--- src/rtl/plru_replace_ctrl_if.sv ---
// Cache-side and memory-side signals of the PLRU miss/replacement controller.
// master = controller, slave = cache datapath + physical memory.
interface plru_replace_ctrl_if #(
  parameter int ADDR_W = 16,
  parameter int WAY_W  = 4,
  parameter int CNT_W  = 16
);
  logic              hit_update;
  logic [WAY_W-1:0]  hit_way;
  logic              miss_req;
  logic [ADDR_W-1:0] miss_addr;
  logic [WAY_W-1:0]  plru_victim;
  logic              victim_dirty;
  logic [ADDR_W-1:0] victim_tag_addr;
  logic              pmem_resp;
  logic              pmem_read;
  logic              pmem_write;
  logic [ADDR_W-1:0] pmem_addr;
  logic [WAY_W-1:0]  wb_data_sel;
  logic              alloc_we;
  logic [WAY_W-1:0]  alloc_way;
  logic              lru_load;
  logic [WAY_W-1:0]  lru_way;
  logic              miss_done;
  logic              busy;
  logic [CNT_W-1:0]  miss_count;
  logic [CNT_W-1:0]  wb_count;

  modport master (
    input  hit_update, hit_way, miss_req, miss_addr, plru_victim, victim_dirty,
           victim_tag_addr, pmem_resp,
    output pmem_read, pmem_write, pmem_addr, wb_data_sel, alloc_we, alloc_way,
           lru_load, lru_way, miss_done, busy, miss_count, wb_count
  );

  modport slave (
    output hit_update, hit_way, miss_req, miss_addr, plru_victim, victim_dirty,
           victim_tag_addr, pmem_resp,
    input  pmem_read, pmem_write, pmem_addr, wb_data_sel, alloc_we, alloc_way,
           lru_load, lru_way, miss_done, busy, miss_count, wb_count
  );
endinterface

--- src/rtl/plru_replace_ctrl.sv ---
// Miss sequencer for a 16-way PLRU cache: write-back, refill, allocate, done.
// Shares the PLRU update port between hits (IDLE) and allocation (ALLOC).
module plru_replace_ctrl #(
   parameter int ADDR_W   = 16,
   parameter int OFFSET_W = 4,
   parameter int WAY_W    = 4,
   parameter int CNT_W    = 16
) (
   input logic                 clk,
   input logic                 rst_n,
   plru_replace_ctrl_if.master bus
);

   typedef enum logic [2:0] {IDLE, WRITEBACK, REFILL, ALLOC, DONE} state_t;

   localparam logic [ADDR_W-1:0] LINE_MASK = {{(ADDR_W-OFFSET_W){1'b1}}, {OFFSET_W{1'b0}}};

   state_t            state;
   logic [WAY_W-1:0]  v_way;
   logic [ADDR_W-1:0] m_line;

   always_ff @(posedge clk or negedge rst_n) begin
      if (!rst_n) begin
         state           <= IDLE;
         v_way           <= '0;
         m_line          <= '0;
         bus.pmem_read   <= 1'b0;
         bus.pmem_write  <= 1'b0;
         bus.pmem_addr   <= '0;
         bus.wb_data_sel <= '0;
         bus.alloc_we    <= 1'b0;
         bus.alloc_way   <= '0;
         bus.miss_done   <= 1'b0;
         bus.busy        <= 1'b0;
         bus.miss_count  <= '0;
         bus.wb_count    <= '0;
      end else begin
         case (state)
            IDLE: if (bus.miss_req) begin
               // Only sampling point of the victim; later PLRU moves don't matter.
               v_way    <= bus.plru_victim;
               m_line   <= bus.miss_addr & LINE_MASK;
               bus.busy <= 1'b1;
               if (bus.miss_count != '1) bus.miss_count <= bus.miss_count + CNT_W'(1);
               if (bus.victim_dirty) begin
                  state           <= WRITEBACK;
                  bus.pmem_write  <= 1'b1;
                  bus.pmem_addr   <= bus.victim_tag_addr & LINE_MASK;
                  bus.wb_data_sel <= bus.plru_victim;
               end else begin
                  state         <= REFILL;
                  bus.pmem_read <= 1'b1;
                  bus.pmem_addr <= bus.miss_addr & LINE_MASK;
               end
            end
            WRITEBACK: if (bus.pmem_resp) begin
               state           <= REFILL;
               bus.pmem_write  <= 1'b0;
               bus.pmem_read   <= 1'b1;
               bus.pmem_addr   <= m_line;
               bus.wb_data_sel <= '0;
               if (bus.wb_count != '1) bus.wb_count <= bus.wb_count + CNT_W'(1);
            end
            REFILL: if (bus.pmem_resp) begin
               state         <= ALLOC;
               bus.pmem_read <= 1'b0;
               bus.pmem_addr <= '0;
               bus.alloc_we  <= 1'b1;
               bus.alloc_way <= v_way;
            end
            ALLOC: begin
               state         <= DONE;
               bus.alloc_we  <= 1'b0;
               bus.alloc_way <= '0;
               bus.miss_done <= 1'b1;
            end
            DONE: begin
               state         <= IDLE;
               bus.miss_done <= 1'b0;
               bus.busy      <= 1'b0;
            end
            default: state <= IDLE;
         endcase
      end
   end

   // Hits outside IDLE are a protocol error for a blocking cache and are dropped.
   always_comb begin
      bus.lru_load = 1'b0;
      bus.lru_way  = '0;
      if (state == ALLOC) begin
         bus.lru_load = 1'b1;
         bus.lru_way  = v_way;
      end else if (state == IDLE && bus.hit_update) begin
         bus.lru_load = 1'b1;
         bus.lru_way  = bus.hit_way;
      end
   end

endmodule

--- src/flat_wrapper.sv ---
// flat-port wrapper written by rule: the top's interface ports become plain ports
module plru_replace_ctrl_flat 
#(
   parameter int ADDR_W   = 16,
   parameter int OFFSET_W = 4,
   parameter int WAY_W    = 4,
   parameter int CNT_W    = 16
)
  (clk, rst_n, bus_hit_update, bus_hit_way, bus_miss_req, bus_miss_addr, bus_plru_victim, bus_victim_dirty, bus_victim_tag_addr, bus_pmem_resp, bus_pmem_read, bus_pmem_write, bus_pmem_addr, bus_wb_data_sel, bus_alloc_we, bus_alloc_way, bus_lru_load, bus_lru_way, bus_miss_done, bus_busy, bus_miss_count, bus_wb_count);
  plru_replace_ctrl_if #(.ADDR_W(ADDR_W), .WAY_W(WAY_W), .CNT_W(CNT_W)) bus_i ();
  input logic clk;
  input logic rst_n;
  input wire logic [$bits(bus_i.hit_update)-1:0] bus_hit_update;
  input wire logic [$bits(bus_i.hit_way)-1:0] bus_hit_way;
  input wire logic [$bits(bus_i.miss_req)-1:0] bus_miss_req;
  input wire logic [$bits(bus_i.miss_addr)-1:0] bus_miss_addr;
  input wire logic [$bits(bus_i.plru_victim)-1:0] bus_plru_victim;
  input wire logic [$bits(bus_i.victim_dirty)-1:0] bus_victim_dirty;
  input wire logic [$bits(bus_i.victim_tag_addr)-1:0] bus_victim_tag_addr;
  input wire logic [$bits(bus_i.pmem_resp)-1:0] bus_pmem_resp;
  output wire logic [$bits(bus_i.pmem_read)-1:0] bus_pmem_read;
  output wire logic [$bits(bus_i.pmem_write)-1:0] bus_pmem_write;
  output wire logic [$bits(bus_i.pmem_addr)-1:0] bus_pmem_addr;
  output wire logic [$bits(bus_i.wb_data_sel)-1:0] bus_wb_data_sel;
  output wire logic [$bits(bus_i.alloc_we)-1:0] bus_alloc_we;
  output wire logic [$bits(bus_i.alloc_way)-1:0] bus_alloc_way;
  output wire logic [$bits(bus_i.lru_load)-1:0] bus_lru_load;
  output wire logic [$bits(bus_i.lru_way)-1:0] bus_lru_way;
  output wire logic [$bits(bus_i.miss_done)-1:0] bus_miss_done;
  output wire logic [$bits(bus_i.busy)-1:0] bus_busy;
  output wire logic [$bits(bus_i.miss_count)-1:0] bus_miss_count;
  output wire logic [$bits(bus_i.wb_count)-1:0] bus_wb_count;
  assign bus_i.hit_update = bus_hit_update;
  assign bus_i.hit_way = bus_hit_way;
  assign bus_i.miss_req = bus_miss_req;
  assign bus_i.miss_addr = bus_miss_addr;
  assign bus_i.plru_victim = bus_plru_victim;
  assign bus_i.victim_dirty = bus_victim_dirty;
  assign bus_i.victim_tag_addr = bus_victim_tag_addr;
  assign bus_i.pmem_resp = bus_pmem_resp;
  assign bus_pmem_read = bus_i.pmem_read;
  assign bus_pmem_write = bus_i.pmem_write;
  assign bus_pmem_addr = bus_i.pmem_addr;
  assign bus_wb_data_sel = bus_i.wb_data_sel;
  assign bus_alloc_we = bus_i.alloc_we;
  assign bus_alloc_way = bus_i.alloc_way;
  assign bus_lru_load = bus_i.lru_load;
  assign bus_lru_way = bus_i.lru_way;
  assign bus_miss_done = bus_i.miss_done;
  assign bus_busy = bus_i.busy;
  assign bus_miss_count = bus_i.miss_count;
  assign bus_wb_count = bus_i.wb_count;
  plru_replace_ctrl #(.ADDR_W(ADDR_W), .OFFSET_W(OFFSET_W), .WAY_W(WAY_W), .CNT_W(CNT_W)) u_core (.clk(clk), .rst_n(rst_n), .bus(bus_i));
endmodule
--- config.mk ---
export PLATFORM = sky130hd
export DESIGN_NAME = plru_replace_ctrl_flat
export DESIGN_NICKNAME = d
export VERILOG_FILES = /design/src/rtl/plru_replace_ctrl_if.sv /design/src/rtl/plru_replace_ctrl.sv /design/src/flat_wrapper.sv
export SDC_FILE = /design/constraint.sdc
export NUM_CORES = 1
export LEC_CHECK = 0
export CORE_MARGIN = 2
export CORE_UTILIZATION = 51
export DETAILED_ROUTE_END_ITERATION = 10
export PLACE_DENSITY = 0.93
export SLEW_MARGIN = 20
export SYNTH_ARGS = -nofsm -noshare
export SYNTH_HDL_FRONTEND = slang
export SYNTH_SLANG_ARGS = --single-unit
export TNS_END_PERCENT = 20
--- constraint.sdc ---
create_clock -name clk -period 3.3 [get_ports clk]
set_input_delay 0.66 -clock clk [delete_from_list [all_inputs] [get_ports clk]]
set_output_delay 0.66 -clock clk [all_outputs]
set_load 0.03 [all_outputs]
==> flow_metrics.tcl, run 1 <==
set metrics [dict create \
    vdd_ir_drop_max_v 0.000481 \
    post_cts_buffers 0 \
    core-area_mm2 0.00718 \
    p_clk_frac 0.177 \
    r2r_start "u_core.bus.miss_count[0]$_DFFE_PN0P_" \
    row_count 31 \
    worst_slew_pin_slew_ns 0.921 \
    cp-end-kind "primary output" \
    cts.sinks 76 \
    clk_latency_ns 0.33 \
    drv_slew 0 \
    mostFrequentLayoutCells "98 x clkdlybuf4s50_1, 83 x nand2_1, 76 x dfrtp_1" \
    crit_type "reg -> out" \
    ant_nets 0 \
    grt_pass1_wl_um 13800 \
    wl_per_cell_um 14.9 \
    worst_path_max_delay_cell "clkdlybuf4s50_1" \
    drv_cap 0 \
    sw_frac_of_total 0.410 \
    outcome "completed" \
    first_pass_iters 4 \
    yosysSeqAreaShare 0.510 \
    clock_tree.root_cell "clkbuf_8" \
    rsz0062_at_grt "no" \
    start_util 0.519 \
    relSlewSlack 0.386 \
    cts_hold_buffers 0 \
    p_per_area_mw_per_mm2 874 \
    die_y_um 89.5 \
    critPathLaunchType "flop" \
    layout_min_cycle_time_ns 3.05 \
    busiest_layer "met2" \
    met3_usage 0.0416 \
    place_congestion 0.806 \
    vias_per_cell 5.44 \
    crit_chain "nor2_1 > nand2_1 > a21o_1 > nor2_1 > clkdlybuf4s50_1" \
    io_buffers 99 \
    synth_cell_types 45 \
    critPathRequiredTime_ns 2.64 \
    drt-initial-drc-count 113 \
    r2r-end "u_core.bus.miss_count[3]$_DFFE_PN0P_" \
    critPathArrivalTime_ns 2.39 \
    vias 3121 \
    grt_usage 0.220 \
    syn2layout_area_growth_pct 34.4 \
    clockBufferDepth 2 \
    cts_tree "built" \
    path_common_cell "nor2_1" \
    n_antenna_cell 0 \
    routed_wirelength_um 8540 \
    cp_max_fo 14 \
    p_leak_uw 0.00226 \
    internal-power_uw 2580 \
    drc 0 \
    setup_viol 0 \
    syn_inst 370 \
    max_freq_mhz 328 \
    dpl.hpwl_um 6000 \
    async_reset_ff_frac 1.00 \
    period_share 0.923 \
    synth-seq-cells 76 \
    cts_made_buffers 9 \
    grt_start_max_net_pins 77 \
    avgSynthCellArea_um2 10.1 \
    finalHoldViolations 0 \
    worst-r2r-cell-count 6 \
    drive_gt1_frac 0.107 \
    synth_area_mm2 0.00373 \
    grt_antenna_before_repair 0 \
    grt_pass1_vias 2993 \
    holdWs_ns 0.470 \
    pwr-share-comb 0.469 \
    fp.dieW_um 89.5 \
    synth_edf_count 0 \
    clk_pin_slew_ns 0.08 \
    fin_skew_ns 0.00948 \
    yosys_warnings 0 \
    synth_ff_type "dfrtp_1" \
    layout.cells.most_common "clkdlybuf4s50_1" \
    holdCritPathClass "in -> async" \
    switching_power_uw 1800 \
    cp_slowest_stage_delay_ns 0.70 \
    pin_count 112 \
    grtUsageMet1 0.283 \
    overflow 0 \
    seqPwrFrac 0.354 \
    grt_use_met2 0.374 \
    reg2reg_setup_slack_ns 1.08 \
    die-area_mm2 0.00801 \
    layout.nets 518 \
    tns_ns 0 \
    htree_num_levels 3 \
    cts_resized 0 \
]
## area by class of cell
| type | count | area [um^2] |
|---|---|---|
| repair buffers | 106 | 1040 |
| multi-input cells | 271 | 1710 |
| clock inverters | 5 | 75.1 |
| inverters | 6 | 22.5 |
| well taps | 99 | 124 |
| clock buffers | 11 | 141 |
| flip-flops and latches | 76 | 1900 |
| fillers | 502 | 2160 |
## worst max-delay path by stage
stage | endpoint | depth (start not counted) | startpoint | slack, ns
5_1_grt | bus_lru_way[1] | 5 | u_core.state[1]$_DFFE_PN0P_ | 0.13
6_report | bus_lru_way[1] | 5 | u_core.state[1]$_DFFE_PN0P_ | 0.25
3_3_place_gp | bus_lru_way[0] | 5 | bus_hit_update | 0.46
2_1_floorplan | bus_lru_way[0] | 6 | u_core.state[0]$_DFFE_PN0P_ | 1.06
4_1_cts | bus_lru_way[1] | 5 | u_core.state[1]$_DFFE_PN0P_ | 0.23
3_5_place_dp | bus_lru_way[1] | 5 | bus_hit_update | 0.40
## metal layers
| layer | vias up | share of wire |
|---|---|---|
| met4 | 0 | 0.013 |
| met3 | 12 | 0.044 |
| li1 | 1472 | - |
| met5 | - | 0 |
| met1 | 1546 | 0.43 |
| met2 | 91 | 0.51 |
## worst max-delay path, delay by kind of cell, from the launching register on
kind	cells	cell delay, ns
buffers and inverters	1	0.70
and+or+nand+nor	3	0.59
DFF	1	0.53
AOI/OAI and AO/OA	1	0.23
## registers in the layout, summed over array words and instances, names as in the netlist
signal                  cells
u_core.bus.miss_count      16
u_core.bus.wb_count        16
u_core.bus.pmem_addr       12
u_core.m_line              12
u_core.bus.alloc_way        4
u_core.bus.wb_data_sel      4
u_core.v_way                4
u_core.state                3
u_core.bus.alloc_we         1
u_core.bus.busy             1
u_core.bus.miss_done        1
u_core.bus.pmem_read        1
u_core.bus.pmem_write       1
## power groups by stage
stage	Sequential, uW	Combinational, uW	Clock [uW]
6_report	1550	2050	774
3_5_place_dp	1560	2060	0
3_3_place_gp	1540	1990	0
4_1_cts	1550	2070	790
5_1_grt	1590	2220	831
2_1_floorplan	1900	920	0
## through the flow
step | cell area (um^2) | utilization | setup WS (ns) | std cells | total power [uW]
after global routing | 5010 | 0.698 | 0.125 | 574 | 4650
after global placement | 4790 | 0.668 | 0.464 | 558 | 3530
final | 5010 | 0.698 | 0.253 | 574 | 4380
after floorplan | 3740 | - | 1.06 | 373 | 2820
after detailed placement | 4790 | 0.668 | 0.400 | 558 | 3620
after CTS | 5010 | 0.698 | 0.226 | 574 | 4410
## Yosys cell counts (4+ instances only)
| master | n | area [um^2] |
|---|---|---|
| a21oi_1 | 5 | 25.0 |
| nor2_1 | 16 | 60.1 |
| mux2_2 | 13 | 146 |
| o21ai_0 | 23 | 115 |
| inv_1 | 6 | 22.5 |
| a22oi_1 | 4 | 30.0 |
| xor2_1 | 26 | 228 |
| dfrtp_1 | 76 | 1900 |
| buf_4 | 4 | 30.0 |
| nor4_2 | 8 | 100 |
| mux2i_1 | 16 | 160 |
| nor3_1 | 10 | 50.1 |
| nand3_1 | 11 | 55.1 |
| clkbuf_1 | 11 | 41.3 |
| nand4_1 | 9 | 56.3 |
| nand2_1 | 83 | 312 |
## logic make-up after synthesis
group | Yosys count | synth area share
and+or+nand+nor | 165 | 0.230
buffers and inverters | 26 | 0.0352
muxes | 31 | 0.0883
AOI/OAI and AO/OA | 42 | 0.0655
other | 1 | 0.00101
xor gates and xnor gates | 27 | 0.0634
DFF | 76 | 0.510
adders and majority gates | 2 | 0.00671
No activity file was read; power rests on OpenSTA's default activity.
==> inputs of run 2 (changes only) <==
==> constraint.sdc (replaced) <==
create_clock -name clk -period 3.3 [get_ports clk]
set_input_delay 0.66 -clock clk [delete_from_list [all_inputs] [get_ports clk]]
set_output_delay 0.66 -clock clk [all_outputs]
set_load 0.05 [all_outputs]
==> run 2 against run 1 <==
Effect of this change:
- via count shrank 0.26%
- worst setup slack gained 0.14 ns
- count of clock-buffer cells in the layout grew 1
- largest cell class unchanged
- flip-flop and latch count did not move
- wire length grew 1.5%
- hold slack got worse by 0.011 ns
==> flow_metrics.tcl, run 2 (synthesized netlist as in run 1, its figures left out) <==
set metrics [dict create \
    die_y_um 89.5 \
    p_leak_uw 0.00228 \
    pin_count 112 \
    routed_wirelength_um 8670 \
    cts_hold_buffers 0 \
    start_util 0.519 \
    max_freq_mhz 344 \
    post-place-ws_ns 0.393 \
    vias_per_cell 5.41 \
    vias 3113 \
    critical-path-top-delay-family "buffers and inverters" \
    grt_antenna_before_repair 0 \
    setup_ws_ns 0.391 \
    row_count 31 \
    period_share 0.882 \
    vdd_ir_drop_max_v 0.000645 \
    tns_ns 0 \
    first_pass_iters 4 \
    die-area_mm2 0.00801 \
    critPathLaunchType "input port" \
    fp.dieW_um 89.5 \
    path_common_cell "clkdlybuf4s50_1" \
    syn2layout_area_growth_pct 35.3 \
    post_cts_buffers 0 \
    crit_buf_inv 3 \
    clk_latency_ns 0.33 \
    grt_usage 0.225 \
    crit_chain "clkdlybuf4s50_1 > nand2_1 > a21o_1 > inv_1 > clkdlybuf4s50_1" \
    clockBufferDepth 2 \
    holdCritPathClass "in -> async" \
    cp_max_fo 5 \
    overflow 0 \
    drive_gt1_frac 0.118 \
    n_antenna_cell 0 \
    cp_slowest_stage_delay_ns 0.79 \
    drv_slew 0 \
    grt_pass1_vias 3129 \
    dpl.hpwl_um 6140 \
    fin_cells 575 \
    layout_min_cycle_time_ns 2.91 \
    worst_slew_pin_slew_ns 0.939 \
    critPathRequiredTime_ns 2.64 \
    drv_cap 0 \
    cts_tree "built" \
    cp-end-kind "primary output" \
    cts_made_buffers 9 \
    crit_type "in -> out" \
    worst_path_max_delay_cell "clkdlybuf4s50_1" \
    place_congestion 0.802 \
    outcome "completed" \
    layout.nets 519 \
    drc 0 \
    mostFrequentLayoutCells "94 x clkdlybuf4s50_1, 83 x nand2_1, 76 x dfrtp_1" \
    clk_pin_slew_ns 0.08 \
    core-area_mm2 0.00718 \
    grt_start_max_net_pins 77 \
    grt_pass1_wl_um 14000 \
    rsz0062_at_grt "no" \
    clock_tree.root_cell "clkbuf_8" \
    wl_per_cell_um 15.1 \
    htree_num_levels 3 \
    layout.cells.most_common "clkdlybuf4s50_1" \
    finalHoldViolations 0 \
    drt-initial-drc-count 83 \
    cts.sinks 76 \
    critPathArrivalTime_ns 2.25 \
    p_per_area_mw_per_mm2 959 \
    top_regs "u_core.bus.miss_count (16), u_core.bus.wb_count (16)" \
    dp.cells 559 \
    relSlewSlack 0.374 \
    cts_resized 0 \
    setup_viol 0 \
    fin_skew_ns 0.0105 \
    ant_nets 0 \
    io_buffers 99 \
]
run 2: cell types whose count changed in the layout (fill, tap and decap cells not counted), sizes merged:
cell | previous run | this run
bufinv | 2 | 3
clkinv | 3 | 1
clkdlybuf4s50 | 98 | 94
clkbuf | 11 | 12
buf | 8 | 13
run 2: path summary, 6_finish.rpt:
| path | from | end | slack [ns] | depth (start not counted) |
|---|---|---|---|---|
| max reg2reg | u_core.bus.miss_count[0]$_DFFE_PN0P_ | u_core.bus.miss_count[2]$_DFFE_PN0P_ | 1.11 | 6 |
| min in group clk | u_core.m_line[7]$_DFFE_PN0P_ | u_core.m_line[7]$_DFFE_PN0P_ | 0.48 | 2 |
| min reg2reg | u_core.m_line[7]$_DFFE_PN0P_ | u_core.m_line[7]$_DFFE_PN0P_ | 0.48 | 2 |
| min | rst_n | u_core.bus.miss_count[10]$_DFFE_PN0P_ | 0.46 | 1 |
| max | bus_hit_update | bus_lru_load | 0.39 | 5 |
| max in group asynchronous | rst_n | u_core.bus.pmem_addr[13]$_DFFE_PN0P_ | 2.22 | 1 |
run 2: area by class of cell:
| class | count | area [um^2] |
|---|---|---|
| flip-flops and latches | 76 | 1900 |
| clock buffers | 12 | 155 |
| fillers | 545 | 2130 |
| inverters | 6 | 22.5 |
| repair buffers | 107 | 1040 |
| well taps | 99 | 124 |
| clock inverters | 4 | 95.1 |
| multi-input cells | 271 | 1710 |
run 2: per-layer routing:
| layer | vias to the layer above | GRT usage | wire length (um) |
|---|---|---|---|
| met5 | - | 0 | 0 |
| met4 | 0 | 0.0814 | 70 |
| met3 | 8 | 0.0416 | 299 |
| met2 | 65 | 0.391 | 4460 |
| met1 | 1564 | 0.279 | 3840 |
| li1 | 1476 | - | - |
run 2: stage by stage:
step | hold WS (ns) | total power [uW] | utilization | cell area [um^2]
after floorplan | 0.364 | 3180 | - | 3740
after global placement | 0.457 | 3900 | 0.668 | 4790
after detailed placement | 0.462 | 3980 | 0.668 | 4790
after CTS | 0.481 | 4860 | 0.703 | 5040
after global routing | 0.504 | 5110 | 0.703 | 5040
final | 0.459 | 4840 | 0.703 | 5040
run 2: power breakdown:
part | switching, uW | internal [uW]
sequential | 278 | 1260
combinational | 1550 | 875
clock | 334 | 544
run 2: worst reg2reg max path, delay by kind of cell (launching register included):
kind                       cells  cell delay, ns
adders and majority gates      1            0.21
buffers and inverters          1            0.29
and+or+nand+nor                3            1.02
DFF                            1            0.42
xor gates and xnor gates       1            0.15
